<file path="config.mk">
export PLATFORM = sky130hd
export DESIGN_NAME = gbn_receiver
export DESIGN_NICKNAME = d
export VERILOG_FILES = /design/src/rtl/gbn_receiver.sv
export SDC_FILE = /design/constraint.sdc
export NUM_CORES = 1
export LEC_CHECK = 0
export ABC_AREA = 1
export BUFFER_PORTS_ARGS = -buffer_cell sky130_fd_sc_hd__buf_2
export CAP_MARGIN = 20
export CORE_MARGIN = 3
export CORE_UTILIZATION = 30
export CTS_BUF_LIST = sky130_fd_sc_hd__clkbuf_8
export DETAILED_ROUTE_END_ITERATION = 8
export GPL_TIMING_DRIVEN = 0
export PLACE_DENSITY = 0.53
export SLEW_MARGIN = 5
export SYNTH_ARGS = -nofsm -noshare
export SYNTH_HDL_FRONTEND = slang
export SYNTH_SLANG_ARGS = --single-unit
export TNS_END_PERCENT = 20
</file>
<file path="constraint.sdc">
create_clock -name clk -period 4.2 [get_ports clk]
set_input_delay 0.84 -clock clk [delete_from_list [all_inputs] [get_ports clk]]
set_output_delay 0.84 -clock clk [all_outputs]
set_load 0.005 [all_outputs]
</file>
<file path="src/rtl/gbn_receiver.sv">
// gbn_receiver: go-back-n responder (SYN/SYN-ACK handshake, in-order delivery with cumulative ACKs, FIN teardown).
// Optional macro GBN_RX_STATS_EN adds saturating acc_count/dup_count statistics outputs.
module gbn_receiver #(
    parameter int DATA_W        = 8,
    parameter int RESEND_CYCLES = 1024
) (
    input  logic              clk,
    input  logic              reset_n,
    input  logic              enable,
    input  logic [31:0]       ISN,
    input  logic              pkt_valid,
    input  logic [31:0]       SEQin,
    input  logic [31:0]       ACKin,
    input  logic [8:0]        flagsin,
    input  logic [DATA_W-1:0] datain,
    input  logic              packetsent,
    output logic              readyout,
    output logic [31:0]       SEQout,
    output logic [31:0]       ACKout,
    output logic [8:0]        flagsout,
    output logic              data_valid,
    output logic [DATA_W-1:0] data_out,
    output logic              done,
`ifdef GBN_RX_STATS_EN
    output logic [15:0]       acc_count,
    output logic [15:0]       dup_count,
`endif
    output logic [3:0]        statedisplay
);
    typedef enum logic [3:0] {
        S_LISTEN      = 4'd0,
        S_SYNACK      = 4'd1,
        S_SYNACK_WAIT = 4'd2,
        S_ESTAB       = 4'd3,
        S_ACK_SEND    = 4'd4,
        S_FINACK      = 4'd5,
        S_LAST_WAIT   = 4'd6
    } state_t;

    localparam int TW = $clog2(RESEND_CYCLES + 1);
    localparam logic [TW-1:0] TMAX = TW'(RESEND_CYCLES);

    state_t        state;
    logic [31:0]   expected;
    logic          ack_pending;
    logic          fin_seen;
    logic [TW-1:0] timer;
    logic          proc;
    logic          in_order;
    logic          fin_hit;
    logic          accept;
    logic          discard;
    logic [31:0]   exp_nxt;
    logic          unused_flags;

    assign statedisplay = state;
    assign unused_flags = ^{flagsin[8:5], flagsin[3:2]};

    // Classify a packet arriving while connected (SYN packets are ignored there; nothing accepted after a remembered FIN)
    always_comb begin
        proc     = pkt_valid && !flagsin[1] && (state == S_ESTAB || (state == S_ACK_SEND && !fin_seen));
        in_order = SEQin == expected;
        fin_hit  = proc && in_order && flagsin[0];
        accept   = proc && in_order && !flagsin[0];
        discard  = proc && !in_order;
        exp_nxt  = expected + {31'b0, accept || fin_hit};
    end

    // Connection FSM with registered outputs; send fields are latched on the edge entering a send state
    always_ff @(posedge clk or negedge reset_n) begin
        if (!reset_n) begin
            state       <= S_LISTEN;
            expected    <= '0;
            ack_pending <= 1'b0;
            fin_seen    <= 1'b0;
            timer       <= '0;
            readyout    <= 1'b0;
            SEQout      <= '0;
            ACKout      <= '0;
            flagsout    <= '0;
            data_valid  <= 1'b0;
            data_out    <= '0;
            done        <= 1'b0;
`ifdef GBN_RX_STATS_EN
            acc_count   <= '0;
            dup_count   <= '0;
`endif
        end else begin
            readyout   <= 1'b0;
            data_valid <= 1'b0;
            done       <= 1'b0;
            timer      <= (state == S_SYNACK_WAIT || state == S_LAST_WAIT) ? timer + 1'b1 : '0;
            if (!enable) begin
                if (state != S_LISTEN) begin
                    state       <= S_LISTEN;
                    ack_pending <= 1'b0;
                    fin_seen    <= 1'b0;
                    timer       <= '0;
`ifdef GBN_RX_STATS_EN
                    acc_count   <= '0;
                    dup_count   <= '0;
`endif
                end
            end else begin
                if (accept) begin
                    data_valid <= 1'b1;
                    data_out   <= datain;
                end
`ifdef GBN_RX_STATS_EN
                if (accept && acc_count != 16'hFFFF) acc_count <= acc_count + 16'd1;
                if (discard && dup_count != 16'hFFFF) dup_count <= dup_count + 16'd1;
`endif
                case (state)
                    S_LISTEN: if (pkt_valid && flagsin[1] && !flagsin[4]) begin
                        expected <= SEQin + 32'd1;
                        state    <= S_SYNACK;
                        readyout <= 1'b1;
                        flagsout <= 9'h012;
                        SEQout   <= ISN;
                        ACKout   <= SEQin + 32'd1;
                    end
                    S_SYNACK: if (packetsent) state <= S_SYNACK_WAIT;
                    S_SYNACK_WAIT: begin
                        if (pkt_valid && flagsin[4] && !flagsin[1] && ACKin == ISN + 32'd1) begin
                            state <= S_ESTAB;
                            timer <= '0;
                        end else if ((pkt_valid && flagsin[1]) || timer == TMAX) begin
                            state    <= S_SYNACK;
                            timer    <= '0;
                            readyout <= 1'b1;
                            flagsout <= 9'h012;
                            SEQout   <= ISN;
                            ACKout   <= expected;
                        end
                    end
                    S_ESTAB: begin
                        expected <= exp_nxt;
                        if (fin_hit || ack_pending) begin
                            state       <= fin_hit ? S_FINACK : S_ACK_SEND;
                            ack_pending <= 1'b0;
                            readyout    <= 1'b1;
                            flagsout    <= fin_hit ? 9'h011 : 9'h010;
                            SEQout      <= ISN + 32'd1;
                            ACKout      <= exp_nxt;
                        end else if (accept || discard) begin
                            ack_pending <= 1'b1;
                        end
                    end
                    S_ACK_SEND: begin
                        expected <= exp_nxt;
                        if (accept || discard) ack_pending <= 1'b1;
                        if (fin_hit) fin_seen <= 1'b1;
                        if (packetsent && (fin_seen || fin_hit)) begin
                            state       <= S_FINACK;
                            fin_seen    <= 1'b0;
                            ack_pending <= 1'b0;
                            readyout    <= 1'b1;
                            flagsout    <= 9'h011;
                            SEQout      <= ISN + 32'd1;
                            ACKout      <= exp_nxt;
                        end else if (packetsent) begin
                            state <= S_ESTAB;
                        end
                    end
                    S_FINACK: if (packetsent) state <= S_LAST_WAIT;
                    S_LAST_WAIT: begin
                        if (pkt_valid && flagsin[4] && ACKin == ISN + 32'd2) begin
                            state <= S_LISTEN;
                            timer <= '0;
                            done  <= 1'b1;
`ifdef GBN_RX_STATS_EN
                            acc_count <= '0;
                            dup_count <= '0;
`endif
                        end else if ((pkt_valid && flagsin[0] && SEQin == expected - 32'd1) || timer == TMAX) begin
                            state    <= S_FINACK;
                            timer    <= '0;
                            readyout <= 1'b1;
                            flagsout <= 9'h011;
                            SEQout   <= ISN + 32'd1;
                            ACKout   <= expected;
                        end
                    end
                    default: state <= S_LISTEN;
                endcase
            end
        end
    end
endmodule
</file>
==> flow_summary.json <==
{
  "ys.warnings.count": 0,
  "period_needed_ns": 3.95,
  "min_path_type": "in2async",
  "drive_gt1_share_pct": 16.2,
  "netlist_area_sq_um": 11600,
  "tns_ns": 0,
  "timing.final.crit_share_pct": 94.0,
  "dieArea_sq_um": 41200,
  "layout.nets": 2246,
  "routedWlPerCell_um": 18.1,
  "clkPwrFrac_pct": 16.1,
  "synth_ff_type": "dfrtp_1",
  "port_buffers": 186,
  "routabilityCongestion": 0.961,
  "fmax_ghz": 0.253,
  "slowest_delay_ns": 0.45,
  "total_power_mw": 7.18,
  "antenna_found_initial": 1,
  "cp-start-kind": "register",
  "first_global_vias": 12300,
  "syn_to_final_growth_pct": 19.2,
  "grt.met1_usage_pct": 31.0,
  "ys_types": 48,
  "cts_tree": "done",
  "arrival_ns": 4.33,
  "p_sw_share_pct": 49.6,
  "drv_cap": 0,
  "die_h_um": 203,
  "setup_ws_ns": 0.254,
  "yosys_register_bits": 126,
  "path_clk_slew_ns": 0.08,
  "yosysSeqAreaShare_pct": 27.1,
  "endpoint_kind": "register",
  "pwr-share-comb_pct": 54.1,
  "regToRegSetupSlack_ns": 0.25,
  "cp_cell_sequence": "inv_2 > nand2_1 > nand2_1 > nand2_1 > nor2_2 > nand4_1 > nor3_4 > and2_4 > nand2_2 > inv_4 > ha_4 > ha_4 > nand4_1 > nor3_2 > nand2_1 > nor2_2 > nand4_1 > nor3_4 > nand2_2 > o211ai_1 > o211ai_1 > nand2_1 > nand2_1",
  "cts_root_buffer": "clkbuf_8",
  "power_density_nw_per_um2": 518,
  "grtUsageTotal_pct": 22.8,
  "design_area_sq_um": 13900,
  "htree_levels": 4,
  "async_reset_ff_share_pct": 100,
  "final_core_util_pct": 36.6,
  "vias": 13000,
  "viasPerCell": 4.93,
  "rows": 71,
  "layout_common_cells": "nand2_1, nor2_1, inv_1",
  "io-pin-count": 206,
  "outcome": "complete, no violations",
  "place_ws_ns": -1.20,
  "r2r_start": "expected[3]$_DFFE_PN0P_",
  "initial_core_util_pct": 30.7,
  "place_area_sq_um": 13300,
  "crit_slowest_cell": "dfrtp_1",
  "tightest_slew_ns": 0.739,
  "dr.pass1.iters": 5,
  "internal-power_mw": 3.62,
  "gr-usage-met3_pct": 3.38,
  "ir_drop_mv": 0.305,
  "p_leak_nw": 6.91,
  "cts_buffers": 17,
  "drv_slew": 0,
  "synth_edf_count": 0,
  "grt_pass1_wl_um": 72000,
  "use_met2_pct": 38.4,
  "p_seq_share_pct": 29.8,
  "postCtsHoldBufs": 0,
  "clock_latency_ns": 0.49,
  "grt_max_degree": 85,
  "grt.overflow.total": 0,
  "drc_errors": 0,
  "clock_path_buffers": 2,
  "crit_start": "expected[3]$_DFFE_PN0P_",
  "hold_viol_final": 0,
  "avgSynthCellArea_sq_um": 6.11,
  "critPathKind": "reg2reg",
  "crit_top_cell": "nand2_1",
  "max-slew-margin-rel_pct": 50.5,
  "finClkSkew_ns": 0.0169,
  "switching_power_mw": 3.57,
  "cp.required_ns": 4.58,
  "cts.sinks": 126,
  "final_common_cell": "nand2_1",
  "antenna_left": 0,
  "wl_um": 47800,
  "dr.first_iter.drc_count": 1086,
  "worstPathMaxFanout": 7,
  "grt_busiest_layer": "met2",
  "hpwl_um": 39200,
  "synthCells": 1907,
  "final-setup-viol-count": 0,
  "core_sq_um": 37900,
  "die_w_um": 203
}
[kinds of logic after synthesis]
group,after synthesis,synth area share (%)
other,1,0.0322
DFF,126,27.1
AOI/OAI and AO/OA,230,11.7
and+or+nand+nor,1170,42.4
adders and majority gates,8,0.860
buffers and inverters,268,9.80
xor gates and xnor gates,104,8.07
[power groups by stage]
stage | Clock, mW | Sequential (mW) | Combinational [mW]
5_1_grt | 1.24 | 2.20 | 4.34
3_5_place_dp | 0 | 2.09 | 3.86
3_3_place_gp | 0 | 2.08 | 3.85
4_1_cts | 1.19 | 2.09 | 3.88
2_1_floorplan | 0 | 1.98 | 2.49
6_report | 1.16 | 2.14 | 3.88
[area by class of cell]
class | count | area, sq um
tap | 511 | 639
clock buffer | 18 | 248
fill | 4252 | 24100
antenna | 1 | 2.50
sequential | 126 | 3150
timing repair buffer | 192 | 1000
multi-input combinational | 1519 | 7530
inverter | 202 | 766
buffer | 62 | 370
clock inverter | 14 | 168
[sequential cells by signal (all words and copies together) (netlist names)]
name and flops:
timer 11, ACKout 32, SEQout 32, ack_pending 1, readyout 1, done 1, statedisplay 3, data_out 8
expected 32, flagsout 3, fin_seen 1, data_valid 1
[routing by layer]
metal	part of all wire, %	vias up
met5	0	-
met4	1.6	0
met3	6.0	40
met2	47	445
met1	45	6054
li1	-	6488
[path summary, 6_finish.rpt]
path | end | cells after the start
max in group asynchronous | data_out[3]$_DFFE_PN0P_ | 2
worst min register to register | ACKout[30]$_DFFE_PN0P_ | 2
min in group clk | ACKout[30]$_DFFE_PN0P_ | 2
worst min-delay path | SEQout[7]$_DFFE_PN0P_ | 1
worst max-delay path | ACKout[28]$_DFFE_PN0P_ | 23
worst max register to register | ACKout[28]$_DFFE_PN0P_ | 23
[what timing repair did]
item / 4_1_cts / 5_1_grt
setup buffers: 2 / 3
endpoints found under the setup margin: 23 / 23
gates resized for setup: 15 / 25
pin swaps: 8 / 13
hold endpoints to repair: 0 / 0
gates cloned: 0 / 0
[synthesized netlist by cell type, drive strengths merged (21+ instances only)]
cell    instances  area [sq um]
nand2         672          2550
nor2          270          1120
inv           202           758
o21ai         143           806
nand3         129           671
dfrtp         126          3150
xor2           61           534
xnor2          41           359
clkbuf         39           148
nor3           36           180
nand4          34           213
a21oi          33           165
buf            27           235
a31oi          21           131
[worst max-delay path: cells and delay by family, from the launching register on]
| kind | cells | cell delay [ns] |
|---|---|---|
| adders and majority gates | 2 | 0.32 |
| and+or+nand+nor | 17 | 2.39 |
| DFF | 1 | 0.45 |
| buffers and inverters | 2 | 0.27 |
| AOI/OAI and AO/OA | 2 | 0.43 |
[per-stage QoR]
step	instances	hold WS, ns
final	2645	0.289
after detailed placement	2611	0.455
after global routing	2645	0.296
after global placement	2610	0.454
after CTS	2644	0.275
after floorplan	1913	0.454
(Power assumes the default switching activity.)
